**src/rtl/keypad_matrix_scanner.sv**
```systemverilog
// keypad_matrix_scanner: 4x3 key matrix scanner with frame debounce, press event and multi-key flag
module keypad_matrix_scanner #(
    parameter int SCAN_DIV       = 1000,
    parameter int DEBOUNCE_SCANS = 4
) (
    input  logic        clk,
    input  logic        rst,
    output logic [2:0]  key_col,
    input  logic [3:0]  key_row,
    output logic [11:0] button_sw,
    output logic        key_valid,
    output logic [3:0]  key_code,
    output logic        multi_key
);
    localparam int DW = $clog2(SCAN_DIV);
    localparam int RW = $clog2(DEBOUNCE_SCANS + 1);
    localparam logic [DW-1:0] DWELL_LAST = DW'(SCAN_DIV - 1);
    localparam logic [RW-1:0] RUN_MAX = RW'(DEBOUNCE_SCANS);
    logic [3:0]    row_meta, row_sync, part0, part1, index;
    logic [DW-1:0] dwell;
    logic [1:0]    col;
    logic [11:0]   frame, prev_frame;
    logic [RW-1:0] run, run_next;
    logic          sample, frame_done, update, multi, single, press;
    assign sample     = dwell == DWELL_LAST;
    assign frame_done = sample && col == 2'd2;
    assign key_col    = ~(3'b001 << col);
    always_comb begin
        frame = '0;
        index = '0;
        for (int r = 0; r < 4; r++) begin
            frame[r*3]   = part0[r];
            frame[r*3+1] = part1[r];
            frame[r*3+2] = ~row_sync[r];
        end
        for (int i = 0; i < 12; i++) index = frame[i] ? 4'(i) : index;
    end
    assign run_next = frame != prev_frame ? RW'(1) : run == RUN_MAX ? run : run + 1'b1;
    assign update   = frame_done && run_next == RUN_MAX && frame != button_sw;
    assign multi    = |(frame & (frame - 12'd1));
    assign single   = |frame && !multi;
    // a press needs the lone set bit to be newly set, so 2->1 key transitions stay silent
    assign press    = update && single && |(frame & ~button_sw);
    always_ff @(posedge clk) begin
        if (rst) begin
            row_meta   <= 4'hf;
            row_sync   <= 4'hf;
            dwell      <= '0;
            col        <= '0;
            part0      <= '0;
            part1      <= '0;
            prev_frame <= '0;
            run        <= '0;
            button_sw  <= '0;
            key_valid  <= 1'b0;
            key_code   <= '0;
            multi_key  <= 1'b0;
        end else begin
            row_meta  <= key_row;
            row_sync  <= row_meta;
            dwell     <= sample ? '0 : dwell + 1'b1;
            key_valid <= press;
            if (sample) col <= col == 2'd2 ? 2'd0 : col + 2'd1;
            if (sample && col == 2'd0) part0 <= ~row_sync;
            if (sample && col == 2'd1) part1 <= ~row_sync;
            if (frame_done) begin
                run        <= run_next;
                prev_frame <= frame;
            end
            if (update) begin
                button_sw <= frame;
                multi_key <= multi;
            end
            if (press) key_code <= index;
        end
    end
endmodule

```
**config.mk**
```make
export PLATFORM = sky130hd
export DESIGN_NAME = keypad_matrix_scanner
export DESIGN_NICKNAME = d
export VERILOG_FILES = /design/src/rtl/keypad_matrix_scanner.sv
export SDC_FILE = /design/constraint.sdc
export NUM_CORES = 1
export LEC_CHECK = 0
export ABC_AREA = 1
export CAP_MARGIN = 40
export CELL_PAD_IN_SITES_DETAIL_PLACEMENT = 0
export CELL_PAD_IN_SITES_GLOBAL_PLACEMENT = 2
export CORE_MARGIN = 2
export CORE_UTILIZATION = 34
export CTS_BUF_LIST = sky130_fd_sc_hd__clkbuf_4 sky130_fd_sc_hd__clkbuf_8
export CTS_CLUSTER_DIAMETER = 150
export DETAILED_ROUTE_END_ITERATION = 12
export PLACE_DENSITY_LB_ADDON = 0.1
export SETUP_SLACK_MARGIN = 0.3
export SLEW_MARGIN = 5
export SYNTH_ARGS = -nofsm -noshare
export SYNTH_HDL_FRONTEND = slang
export SYNTH_SLANG_ARGS = --single-unit
```
**constraint.sdc**
```tcl
create_clock -name clk -period 2.16 [get_ports clk]
set_input_delay 0.54 -clock clk [delete_from_list [all_inputs] [get_ports clk]]
set_output_delay 0.54 -clock clk [all_outputs]
set_load 0.05 [all_outputs]
```
Word-level counts from Yosys, hierarchy flattened --
Index checks and enable logic that the tools add are counted.
Cells by class: shift operators 1, div/mod/pow operators 0, add/subtract/negate cells 4, bitwise gates (word level) 9, mux-type cells 14, eq/ne operators 7, magnitude comparators 0, reduce and logical (&&, ||, !) cells 14, $mul 0
Operators by type and width (count):
- OR reduction 12 bit | 3
- AND 12 bit | 2
- inequality test 12 bit | 2
- 2-to-1 mux 3 bit | 6
- 2-to-1 mux 4 bit | 4
- NOT 12 bit | 1
- subtractor 12 x 1 -> 12 bit, second input constant | 1
- adder 10 x 1 -> 10 bit, second input constant | 1
- == test 10 bit, second input constant | 1
- logical AND 1 bit | 8
- == test 3 bit, second input constant | 2
- 2-to-1 mux 2 bit | 3
- NOT 1 bit | 4
- NOT 4 bit | 1
- adder 3 x 1 -> 3 bit, second input constant | 1
- NOT 3 bit | 1
- << shifter 1 x 2 -> 3 bit, first input constant | 1
- adder 2 x 1 -> 2 bit, second input constant | 1
- == test 2 x 1 -> 1 bit, second input constant | 1
- == test 2 bit, second input constant | 1
- logical NOT 2 bit | 1
- OR reduction 2 bit | 1
- logical NOT 1 bit | 1
- 2-to-1 mux 1 bit | 1
Word-level totals: memories kept 0, logic and storage cells 61, ROM bits 0, flip-flop bits (word level) 61, input port bits 6, RAM bits 0, latch bits 0

Logic depth before layout (Yosys ltp) --
depth after elaboration 11, mapped depth 14

Worst setup path before layout --
OpenSTA, ideal clock, no wires.
path type register to register, from register button_sw[8], to register button_sw[10], setup slack 203 ps, arrival time 1893 ps, buffers on the path 1, cell stages (with the launch flop) 12, clock period less this slack 1957 ps, library setup time 64 ps, data required time 2096 ps, cells stage by stage dfxtp_1 > inv_1 > ha_1 > nand2_1 > nor2_1 > a21o_1 > inv_1 > nand2_1 > nor2_4 > buf_6 > nor2_1 > nor2_1
Between the ends: longest elaborated chain between the ends 2
RTL lines:
- start, declared | line 10 | output logic [11:0] button_sw,
- start signal, assigned | line 71 | button_sw <= frame;
- inequality test 12 bit | line 39 | assign update = frame_done && run_next == RUN_MAX && frame != button_sw;
- logical AND 1 bit | line 39
Every way passes these cells. A chain may end at the register's enable or synchronous reset.

Final worst setup path --
from register button_sw[9], to output port button_sw[9]
No word-level cell between the ends.

==> metrics.txt <==
vias 2917; commonest non-fill, non-tap cell in the layout nand2_1; Final Max Tran Viols 0; WS Path Type reg2out; Worst-Skew Late Latency 0.34 ns; Max IR drop VDD 0.351 mV; gr busiest metal met2; global-route wire length before repair 13800 um; actual slew at the worst max-slew pin 0.494 ns; M2 GR Usage 27.8%; TritonCTS clock tree yes; H-tree levels 3; Die Area 9950 um2; Max stage delay on crit path 0.53 ns; Yosys reg bits 61; status finished, final reports clean; # port buffers 26; Vias per Instance 4.83; clock buffer depth 2; max_slew headroom 66.7%; vias in the first global route 2726; library cells used by synthesis 36; sequential share of power 47.8%; Max FO, Critical Path 3; Max Cap Viol 0; Final nets 512; DIE HEIGHT 99.8 um; synth warn 0; Buffers & Inverters on Critical Path 1; Hold Violations, Final 0; Req. time, crit path 1.62 ns; Pwr Density 600 nW/um2; Int Pwr 1820 uW; Syn Std Cell Area 3120 um2; Cell Rows 34; met3 Resource Use GR 3.79%; CTS Hold Bufs 0; drt first pass iters 4; Worst Skew 0.00530 ns; Startpoint Class flop; crit path max-delay cell type dlygate4sd2_1; hold crit path type reg2reg; share of layout cells above drive strength 1 26.4%; clk sink count 61; Total GRT Usage 18.2%; final worst-path cycle share 81.3%; drt drc 0; Post-Syn Area per Cell 7.07 um2; diode count 0; fin crit period 1.76 ns; cells after synthesis 441; commonest cells after routing, fill and taps aside nand2_1, nor2_1, inv_1, dfxtp_1, a21oi_1; Post-synth EDFFs 0; initial antenna violation count 0; Setup-failing EPs final 0; clock slew at reported path FFs 0.07 ns; final wirelength 8550 um; ys flop type dfxtp_1; CP startpoint button_sw[9]$_SDFFE_PP0P_; grt met1 use 24.5%; WL per Instance 14.2 um; Syn-to-layout area delta 27.2%; 1st-iter DRT viols 122; die width 99.8 um; Initial Util 35.4%; Seq/Total Area, Yosys 39.2%; Power Total 2380 uW; CP Data Arrival Time 1.22 ns; RSZ-0062 raised after global routing true; Post-synth ARST share 0%; cts bufs inserted 9; combinational fraction of design power 5.6%; Psw 561 uW; Core ar. 8810 um2; worst r2r src part0[2]$_SDFFE_PP0P_; GRT overflow 0; hold path start row_meta[0]$_SDFF_PP1_; Clock power frac 46.6%; I/O Pins 27; post-DP HPWL 6400 um; Sw Share 23.6%; leakage 0.00188 uW; FMAX 0.570 GHz; Final TNS setup 0 ns; Crit. End Element output pin; Detail Route Antenna Nets 0; syn_nets 462; largest net degree at the start of global routing 23; cell family contributing the most delay on the critical path buffers and inverters; critical path, cell by cell dlygate4sd2_1; Root Buffer clkbuf_8; routability congestion estimate 0.818
-- final timing paths --
kind,end,slack (ns),cells past startpoint
worst max-delay path,button_sw[9],0.40,1
worst min-delay path,row_sync[0]$_SDFF_PP1_,0.41,1
worst max register to register,key_valid$_SDFF_PP0_,0.40,11
worst min register to register,row_sync[0]$_SDFF_PP1_,0.41,1
-- cell families (layout without fill, tap and decap cells) --
logic type | after synthesis | count (layout) | share of synthesized area (%)
adder cells (fa/ha/maj) | 15 | 15 | 6.02
AND/OR/NAND/NOR | 211 | 211 | 30.7
AO/OA/AOI/OAI | 77 | 77 | 12.9
buffers and inverters | 71 | 126 | 9.59
XOR/XNOR | 6 | 6 | 1.69
flip-flops | 61 | 61 | 39.2
-- routing by layer --
metal	up-vias	part of all wire, %	routed length, um
met5	-	0	0
met1	1334	50	4230
li1	1514	-	-
met3	16	3.8	329
met2	53	44	3770
met4	0	2.6	219
-- metrics by stage --
step	hold slack, ns	std cells	worst slack [ns]	util (%)	area, um2
2_1_floorplan	0.389	441	0.386	-	3130
3_3_place_gp	0.394	581	0.151	40.8	3600
3_5_place_dp	0.400	581	0.159	40.8	3600
4_1_cts	0.416	598	0.259	43.4	3820
5_1_grt	0.431	604	0.232	45.1	3970
6_report	0.412	604	0.405	45.1	3970
-- Yosys cell counts, types with 2 or more instances --
cell type | n | area share (%)
xor2_1 | 3 | 0.84
clkbuf_1 | 6 | 0.72
or2_2 | 9 | 1.8
o22ai_1 | 2 | 0.40
nor4_1 | 3 | 0.60
a21oi_1 | 33 | 5.3
buf_6 | 2 | 0.72
nand2_1 | 92 | 11
inv_2 | 8 | 0.96
nor2_2 | 7 | 1.4
nor2_1 | 61 | 7.3
nor2_4 | 3 | 1.1
nand2_2 | 3 | 0.60
xnor2_1 | 3 | 0.84
nor3_1 | 6 | 0.96
nand4_1 | 5 | 1.0
nand3_2 | 3 | 0.96
buf_2 | 3 | 0.48
dfxtp_1 | 61 | 39
o21ai_1 | 9 | 1.4
inv_1 | 50 | 6.0
ha_1 | 15 | 6.0
nand3_1 | 14 | 2.2
o21ai_0 | 28 | 4.5
-- layout make-up --
type / instances / area (um2)
Tap cell: 108 / 135
Clock inverter: 3 / 42.5
Fill cell: 925 / 4840
Timing Repair Buffer: 52 / 443
Multi-Input combinational cell: 309 / 1680
Sequential cell: 61 / 1280
Clock buffer: 13 / 173
Inverter: 58 / 223
-- sequential cells by signal, summed over array words and instances, names as in the netlist --
name,cells
part0,4
dwell,10
row_sync,4
run,3
multi_key,1
button_sw,12
key_code,4
key_valid,1
col,2
part1,4
row_meta,4
prev_frame,12
-- repair_timing --
action	4_1_cts	5_1_grt
setup buffers	1	6
pin swaps	1	18
gates resized for setup	35	40
endpoints found under the setup margin	37	25
hold endpoints to repair	0	0
-- power by group through the flow --
stage	sequential, uW	combinational (uW)	clock [uW]
2_1_floorplan	1170	86.6	0
3_5_place_dp	1170	123	0
3_3_place_gp	1170	125	0
4_1_cts	1140	125	1150
5_1_grt	1140	151	1200
6_report	1140	134	1110
No activity file was read; power rests on OpenSTA's default activity.
